### src/rtl/uk101_video_timing.sv
// Raster timing engine for the UK101 display: pixel enable, sync/blank/DE and
// character-cell coordinates for 64x32 (mode 0) and 48x16 (mode 1) layouts.
module uk101_video_timing #(
  parameter int CE_DIV          = 6,
  parameter int H_ACTIVE        = 384,
  parameter int H_FP            = 16,
  parameter int H_SYNC          = 40,
  parameter int H_BP            = 88,
  parameter int V_ACTIVE        = 256,
  parameter int V_FP            = 16,
  parameter int V_SYNC          = 4,
  parameter int V_BP            = 36,
  parameter int CHAR_W0         = 6,
  parameter int CHAR_H0         = 8,
  parameter int CHAR_W1         = 8,
  parameter int CHAR_H1         = 16,
  parameter int SYNC_ACTIVE_LOW = 1
) (
  input  logic       clk_sys,
  input  logic       reset,
  input  logic       mode,
  output logic       ce_pix,
  output logic       hsync,
  output logic       vsync,
  output logic       hblank,
  output logic       vblank,
  output logic       de,
  output logic [10:0] hcount,
  output logic [9:0] vcount,
  output logic [6:0] char_col,
  output logic [5:0] char_row,
  output logic [3:0] pix_x,
  output logic [4:0] pix_y,
  output logic       mode_active,
  output logic       frame_start
);

  localparam int H_TOTAL = H_ACTIVE + H_FP + H_SYNC + H_BP;
  localparam int V_TOTAL = V_ACTIVE + V_FP + V_SYNC + V_BP;

  localparam logic [3:0]  DIV_LAST  = 4'(CE_DIV - 1);
  localparam logic [10:0] H_LAST    = 11'(H_TOTAL - 1);
  localparam logic [10:0] H_ACT     = 11'(H_ACTIVE);
  localparam logic [10:0] HS_BEG    = 11'(H_ACTIVE + H_FP);
  localparam logic [10:0] HS_END    = 11'(H_ACTIVE + H_FP + H_SYNC);
  localparam logic [9:0]  V_LAST    = 10'(V_TOTAL - 1);
  localparam logic [9:0]  V_ACT     = 10'(V_ACTIVE);
  localparam logic [9:0]  VS_BEG    = 10'(V_ACTIVE + V_FP);
  localparam logic [9:0]  VS_END    = 10'(V_ACTIVE + V_FP + V_SYNC);
  localparam logic [3:0]  CW0_LAST  = 4'(CHAR_W0 - 1);
  localparam logic [3:0]  CW1_LAST  = 4'(CHAR_W1 - 1);
  localparam logic [4:0]  CH0_LAST  = 5'(CHAR_H0 - 1);
  localparam logic [4:0]  CH1_LAST  = 5'(CHAR_H1 - 1);
  // Last whole cell per line/frame; a trailing partial cell keeps this index.
  localparam logic [6:0]  COL0_LAST = 7'(H_ACTIVE / CHAR_W0 - 1);
  localparam logic [6:0]  COL1_LAST = 7'(H_ACTIVE / CHAR_W1 - 1);
  localparam logic [5:0]  ROW0_LAST = 6'(V_ACTIVE / CHAR_H0 - 1);
  localparam logic [5:0]  ROW1_LAST = 6'(V_ACTIVE / CHAR_H1 - 1);
  localparam logic        SYNC_IDLE = (SYNC_ACTIVE_LOW != 0);

  logic [3:0]  r_div;
  logic        r_ce;
  logic        r_run;
  logic [10:0] r_hcount;
  logic [9:0]  r_vcount;
  logic        r_hsync;
  logic        r_vsync;
  logic        r_hblank;
  logic        r_vblank;
  logic        r_de;
  logic [6:0]  r_char_col;
  logic [5:0]  r_char_row;
  logic [3:0]  r_pix_x;
  logic [4:0]  r_pix_y;
  logic        r_mode_active;
  logic        r_frame_start;

  logic        w_tick;
  logic        w_h_wrap;
  logic        w_v_wrap;
  logic [10:0] w_h_nxt;
  logic [9:0]  w_v_nxt;
  logic        w_hblank_nxt;
  logic        w_vblank_nxt;
  logic        w_hsync_on;
  logic        w_vsync_on;
  logic [3:0]  w_cw_last;
  logic [4:0]  w_ch_last;
  logic [6:0]  w_col_last;
  logic [5:0]  w_row_last;
  logic [3:0]  w_pix_x_nxt;
  logic [6:0]  w_char_col_nxt;
  logic [4:0]  w_pix_y_nxt;
  logic [5:0]  w_char_row_nxt;

  assign w_tick   = (r_div == DIV_LAST);
  assign w_h_wrap = (r_hcount == H_LAST);
  assign w_v_wrap = w_h_wrap && (r_vcount == V_LAST);
  assign w_h_nxt  = w_h_wrap ? 11'd0 : r_hcount + 11'd1;
  assign w_v_nxt  = w_v_wrap ? 10'd0 : (w_h_wrap ? r_vcount + 10'd1 : r_vcount);

  assign w_hblank_nxt = (w_h_nxt >= H_ACT);
  assign w_vblank_nxt = (w_v_nxt >= V_ACT);
  assign w_hsync_on   = (w_h_nxt >= HS_BEG) && (w_h_nxt < HS_END);
  assign w_vsync_on   = (w_v_nxt >= VS_BEG) && (w_v_nxt < VS_END);

  assign w_cw_last  = r_mode_active ? CW1_LAST  : CW0_LAST;
  assign w_ch_last  = r_mode_active ? CH1_LAST  : CH0_LAST;
  assign w_col_last = r_mode_active ? COL1_LAST : COL0_LAST;
  assign w_row_last = r_mode_active ? ROW1_LAST : ROW0_LAST;

  // Cell coordinates for the next raster position; they only move inside
  // active video and hold their last value elsewhere.
  always_comb begin
    w_pix_x_nxt    = r_pix_x;
    w_char_col_nxt = r_char_col;
    w_pix_y_nxt    = r_pix_y;
    w_char_row_nxt = r_char_row;
    if (w_h_nxt == 11'd0) begin
      w_pix_x_nxt    = 4'd0;
      w_char_col_nxt = 7'd0;
    end else if (!w_hblank_nxt && !w_vblank_nxt) begin
      if (r_pix_x == w_cw_last) begin
        w_pix_x_nxt = 4'd0;
        if (r_char_col != w_col_last) w_char_col_nxt = r_char_col + 7'd1;
      end else begin
        w_pix_x_nxt = r_pix_x + 4'd1;
      end
    end
    if (w_h_wrap) begin
      if (w_v_nxt == 10'd0) begin
        w_pix_y_nxt    = 5'd0;
        w_char_row_nxt = 6'd0;
      end else if (!w_vblank_nxt) begin
        if (r_pix_y == w_ch_last) begin
          w_pix_y_nxt = 5'd0;
          if (r_char_row != w_row_last) w_char_row_nxt = r_char_row + 6'd1;
        end else begin
          w_pix_y_nxt = r_pix_y + 5'd1;
        end
      end
    end
  end

  // The first pixel tick after reset presents position (0,0) instead of
  // advancing, so consumers see the origin with frame_start.
  always_ff @(posedge clk_sys or posedge reset) begin
    if (reset) begin
      r_div         <= 4'd0;
      r_ce          <= 1'b0;
      r_run         <= 1'b0;
      r_hcount      <= 11'd0;
      r_vcount      <= 10'd0;
      r_hsync       <= SYNC_IDLE;
      r_vsync       <= SYNC_IDLE;
      r_hblank      <= 1'b0;
      r_vblank      <= 1'b0;
      r_de          <= 1'b1;
      r_char_col    <= 7'd0;
      r_char_row    <= 6'd0;
      r_pix_x       <= 4'd0;
      r_pix_y       <= 5'd0;
      r_mode_active <= 1'b0;
      r_frame_start <= 1'b0;
    end else begin
      r_div         <= w_tick ? 4'd0 : r_div + 4'd1;
      r_ce          <= w_tick;
      r_frame_start <= 1'b0;
      if (w_tick) begin
        r_run <= 1'b1;
        if (!r_run) begin
          r_frame_start <= 1'b1;
        end else begin
          r_hcount      <= w_h_nxt;
          r_vcount      <= w_v_nxt;
          r_hblank      <= w_hblank_nxt;
          r_vblank      <= w_vblank_nxt;
          r_de          <= !(w_hblank_nxt || w_vblank_nxt);
          r_hsync       <= w_hsync_on ? !SYNC_IDLE : SYNC_IDLE;
          r_vsync       <= w_vsync_on ? !SYNC_IDLE : SYNC_IDLE;
          r_pix_x       <= w_pix_x_nxt;
          r_char_col    <= w_char_col_nxt;
          r_pix_y       <= w_pix_y_nxt;
          r_char_row    <= w_char_row_nxt;
          r_frame_start <= (w_h_nxt == 11'd0) && (w_v_nxt == 10'd0);
          if (w_v_wrap) r_mode_active <= mode;
        end
      end
    end
  end

  assign ce_pix      = r_ce;
  assign hsync       = r_hsync;
  assign vsync       = r_vsync;
  assign hblank      = r_hblank;
  assign vblank      = r_vblank;
  assign de          = r_de;
  assign hcount      = r_hcount;
  assign vcount      = r_vcount;
  assign char_col    = r_char_col;
  assign char_row    = r_char_row;
  assign pix_x       = r_pix_x;
  assign pix_y       = r_pix_y;
  assign mode_active = r_mode_active;
  assign frame_start = r_frame_start;

endmodule

### config.mk
export PLATFORM = sky130hd
export DESIGN_NAME = uk101_video_timing
export DESIGN_NICKNAME = d
export VERILOG_FILES = /design/src/rtl/uk101_video_timing.sv
export SDC_FILE = /design/constraint.sdc
export NUM_CORES = 1
export LEC_CHECK = 0
export ABC_AREA = 1
export BUFFER_PORTS_ARGS = -buffer_cell sky130_fd_sc_hd__buf_2
export CAP_MARGIN = 0
export CELL_PAD_IN_SITES_DETAIL_PLACEMENT = 2
export CELL_PAD_IN_SITES_GLOBAL_PLACEMENT = 2
export CORE_ASPECT_RATIO = 0.5
export CORE_MARGIN = 10
export CORE_UTILIZATION = 32
export DETAILED_ROUTE_END_ITERATION = 16
export PLACE_DENSITY = 0.86
export SLEW_MARGIN = 25
export SYNTH_ARGS = -nofsm -noshare
export SYNTH_HDL_FRONTEND = slang
export SYNTH_SLANG_ARGS = --single-unit
### constraint.sdc
create_clock -name clk_sys -period 2.25 [get_ports clk_sys]
set_input_delay 0.3375 -clock clk_sys [delete_from_list [all_inputs] [get_ports clk_sys]]
set_output_delay 0.3375 -clock clk_sys [all_outputs]
set_load 0.01 [all_outputs]
==> results.txt <==
* Run status: complete, but fails checks
- Violated checks: negative setup slack
- The tightest hold path in the finished design has a slack of 0.0786 ns.
* Final weighted congestion of routability-driven global placement: 0.854
- Most numerous cell on the critical path: nand2_1
- Of the total power, the share spent switching nets is 0.252.
* Share of cells above drive strength 1: 0.424
* Maximum fanout along the worst path: 8
* Total Routed Length: 22600 um
* Cell Area, Synth: 3620 um2
- Peak Freq: 0.402 GHz
* Data required time of the critical path: 2.49 ns
- Average wire length per cell after detail routing: between 20 and 30 um
- In this run the horizontal extent of the chip is ~170 um.
- Count of distinct cell types in the synthesized netlist: 39
- Register-to-Register Setup Slack: -0.24 ns
- Measured against its own limit, the worst slew margin works out to 0.577.
- The die covers 16200 um2.
- Synth area leaders: dfrtp_1, nand2_1, inv_1
* Clock edge transition at the registers on the reported setup and hold paths: 0.08 ns
- TritonCTS built the clock tree.
- Vias in the first global route: 4609
* Syn-to-layout area delta: 45.5%
- The total overflow left after global routing is 0.
* Site row count: 27
* Clk buf depth: 2
* RSZ-0062 raised after global routing: yes
- For this run, the total global-route usage over all layers was measured as 0.235.
* Min-Delay Path Class: in -> async
- Data on the critical path arrives at its endpoint at 2.73 ns.
* ANT nets after route: 0
- For the worst-skew pair, the clock arrives at the later sink with an insertion delay of roughly 0.32 ns.
- Buffers inserted during clock tree synthesis total 5.
* Root buf cell: clkbuf_16
- Destination of the worst register-to-register timing path: char_row[4]
- Worst Skew: 0.0111 ns
- Final Critical Period: 2.49 ns
- Standby leakage power: 2.63 nW
- Sequential cell area fraction in the yosys report: 0.388
- Final worst setup slack: -0.240 ns
* Post-layout net count: 640
* DRT Pass-1 Iters: 5
- Mapped Avg Cell Area: roughly 7.0 um2
- Setup_tns: -3.99 ns
- Area of placed instances: 4300 um2
- Gate count after technology mapping: 515
* Count of clock tree sinks: 56
- Wire length of the first global-routing pass: 29100 um
- Layout fillers: 1242
* CP max-delay cell: dfrtp_2
- Final setup vio count: 24
- Number of hold buffers added after CTS: 0
- The number of cells on the worst reg-to-reg path is 15.
* Total net switching power: about 530 uW
- Proportion of power drawn by flip-flops and latches: 0.490
- Number of hold-slack violations in the final timing report: 0
- Delay of the slowest critical-path stage: about 0.48 ns
- Dividing the final minimum period by the clock period gives 1.11.
- In this run the power density over the cells is 398 nW/um2.
- Diodes inserted: 0
- When the netlist entered floorplanning its net count stood at 524.
- Number of ports placed on the die boundary: 54
- Count of buffers from port buffering: 53
- Initial Util: 0.328
* Count of synthesis-stage warnings from yosys: 0
- Critical path type: reg -> reg
- Total internal power: 1.56 mW
- After synthesis the netlist holds a flip-flop and latch count of 56.
- # H-tree levels: 2
- The share of total power dissipated in the clock network is 0.468.
* Crit path launch type: flop
- Traced cell by cell, the critical path runs through nor2_2, nand2_1, nor2_4, nand2_4, buf_4, nand2_2, nand2_1, nand2_4, nand3_4, nor2_4, buf_12, nand3_1, nand2_1, nand2_1, nor2_1.
- Fraction of power consumed by combinational cells: 0.042
- The routed layout has 4441 vias.
- Critical R2R Launch: hcount[6]
- Number of maximum-capacitance violations: 0
- The count of pins over their slew limit came to 0.
- Post-route cell area: approximately 5300 um2
- For the pin with the worst max-slew slack, the measured transition is between 0.6 and 0.7 ns.
- Final total power: 2.09 mW
- The synthesized design spends more area on one cell type than any other, namely dfrtp_1.
- STA classifies the critical path endpoint as a flop.
- Most frequent cells in the layout: nand2_1, inv_1, buf_2
* Area share of the largest cell type after synthesis: 0.367
- In the routed design, unresolved DRC markers number 0.
- Dividing the detail-routed via count by the number of cells gives 5.72.
* Largest vdd supply drop: 0.344 mV
* Largest net degree at the start of global routing: 57
- The die is 95.2 um tall.
* Core Area: 11000 um2
- Sum of net half-perimeters after detailed placement: 11200 um
- The number of antenna violations at the first check in global routing is 1.
- Leading cell type in the layout, fill and taps excluded: nand2_1
- The detailed router finished its first iteration with between 400 and 500 violations.
-- layout make-up --
cell class	count	area [um2]	area share
inverters	64	241	0.0459
repair buffers	117	833	0.158
flip-flops and latches	56	1420	0.270
well taps	145	181	0.0345
clock inverters	2	35.0	0.00666
multi-input cells	387	2420	0.460
clock buffers	6	129	0.0245
-- flip-flops by register name (all words and copies together), names as in the netlist --
name	cells
ce_pix	1
char_col	7
char_row	6
de	1
frame_start	1
hblank	1
hcount	11
hsync	1
mode_active	1
pix_x	4
pix_y	5
r_div	4
r_run	1
vblank	1
vcount	10
vsync	1
-- metrics by stage --
stage	cells	setup slack, ns	utilization
2_1_floorplan	515	0.183	-
3_5_place_dp	742	-0.241	0.391
5_1_grt	777	-0.300	0.478
3_3_place_gp	742	-0.0628	0.391
4_1_cts	757	0.00242	0.428
6_report	777	-0.240	0.478
-- routing by layer --
metal / GRT usage / wire, um
met1: 0.295 / 9550
met2: 0.406 / 10600
met3: 0.0453 / 1560
met5: 0 / 7
met4: 0.0696 / 891
-- how the worst max path moves through the flow --
| stage | slack [ns] | to | startpoint |
|---|---|---|---|
| finish | -0.24 | char_row[4] | hcount[6] |
| detailed placement | -0.24 | char_row[0] | hcount[0] |
| CTS | 0.002 | char_row[4] | vcount[6] |
| global placement | -0.06 | char_row[0] | hcount[0] |
| global route | -0.30 | char_row[4] | hcount[7] |
| floorplan | 0.18 | char_row[0] | hcount[0] |
-- kinds of logic after synthesis --
| kind of cell | Yosys count | synth area share |
|---|---|---|
| buffers and inverters | 72 | 0.0813 |
| AND/OR/NAND/NOR | 320 | 0.404 |
| flip-flops | 56 | 0.388 |
| adder cells (fa/ha/maj) | 6 | 0.0208 |
| AO/OA/AOI/OAI | 48 | 0.0740 |
| XOR/XNOR | 13 | 0.0315 |
-- Yosys cell counts (all sizes together) --
master / n
ha: 6
a21oi: 9
a31oi: 1
o21bai: 1
nand4: 18
clkbuf: 4
dfstp: 3
buf: 4
o2111ai: 1
nor3: 9
xor2: 8
inv: 63
clkinv: 1
or2: 3
o31ai: 1
nor2: 63
o22ai: 1
o21ai: 32
o21a: 2
nor3b: 1
xnor2: 5
dfrtp: 53
nand3: 45
nand2: 179
nor4: 1
nand3b: 1
-- timing repair --
| action | 4_1_cts | 5_1_grt |
|---|---|---|
| gates cloned | 1 | 0 |
| gates resized for setup | 54 | 107 |
| setup endpoints to repair | 23 | 24 |
| pin swaps | 12 | 39 |
| setup buffers | 6 | 20 |
-- critical path, delay by kind of cell (launching register included) --
| family | cells | cell delay (ns) |
|---|---|---|
| flip-flops | 1 | 0.48 |
| AND/OR/NAND/NOR | 13 | 1.60 |
| buffers and inverters | 2 | 0.33 |
-- power by group through the flow --
stage / clock [mW] / sequential, mW / combinational [mW]
after floorplan: 0 / 1.04 / 0.0432
after global placement: 0 / 1.04 / 0.0703
after detailed placement: 0 / 1.04 / 0.0729
after CTS: 0.953 / 1.02 / 0.0746
after global routing: 1.03 / 1.03 / 0.0942
final: 0.980 / 1.03 / 0.0869
Note: power is estimated with default switching activity, not from simulation.
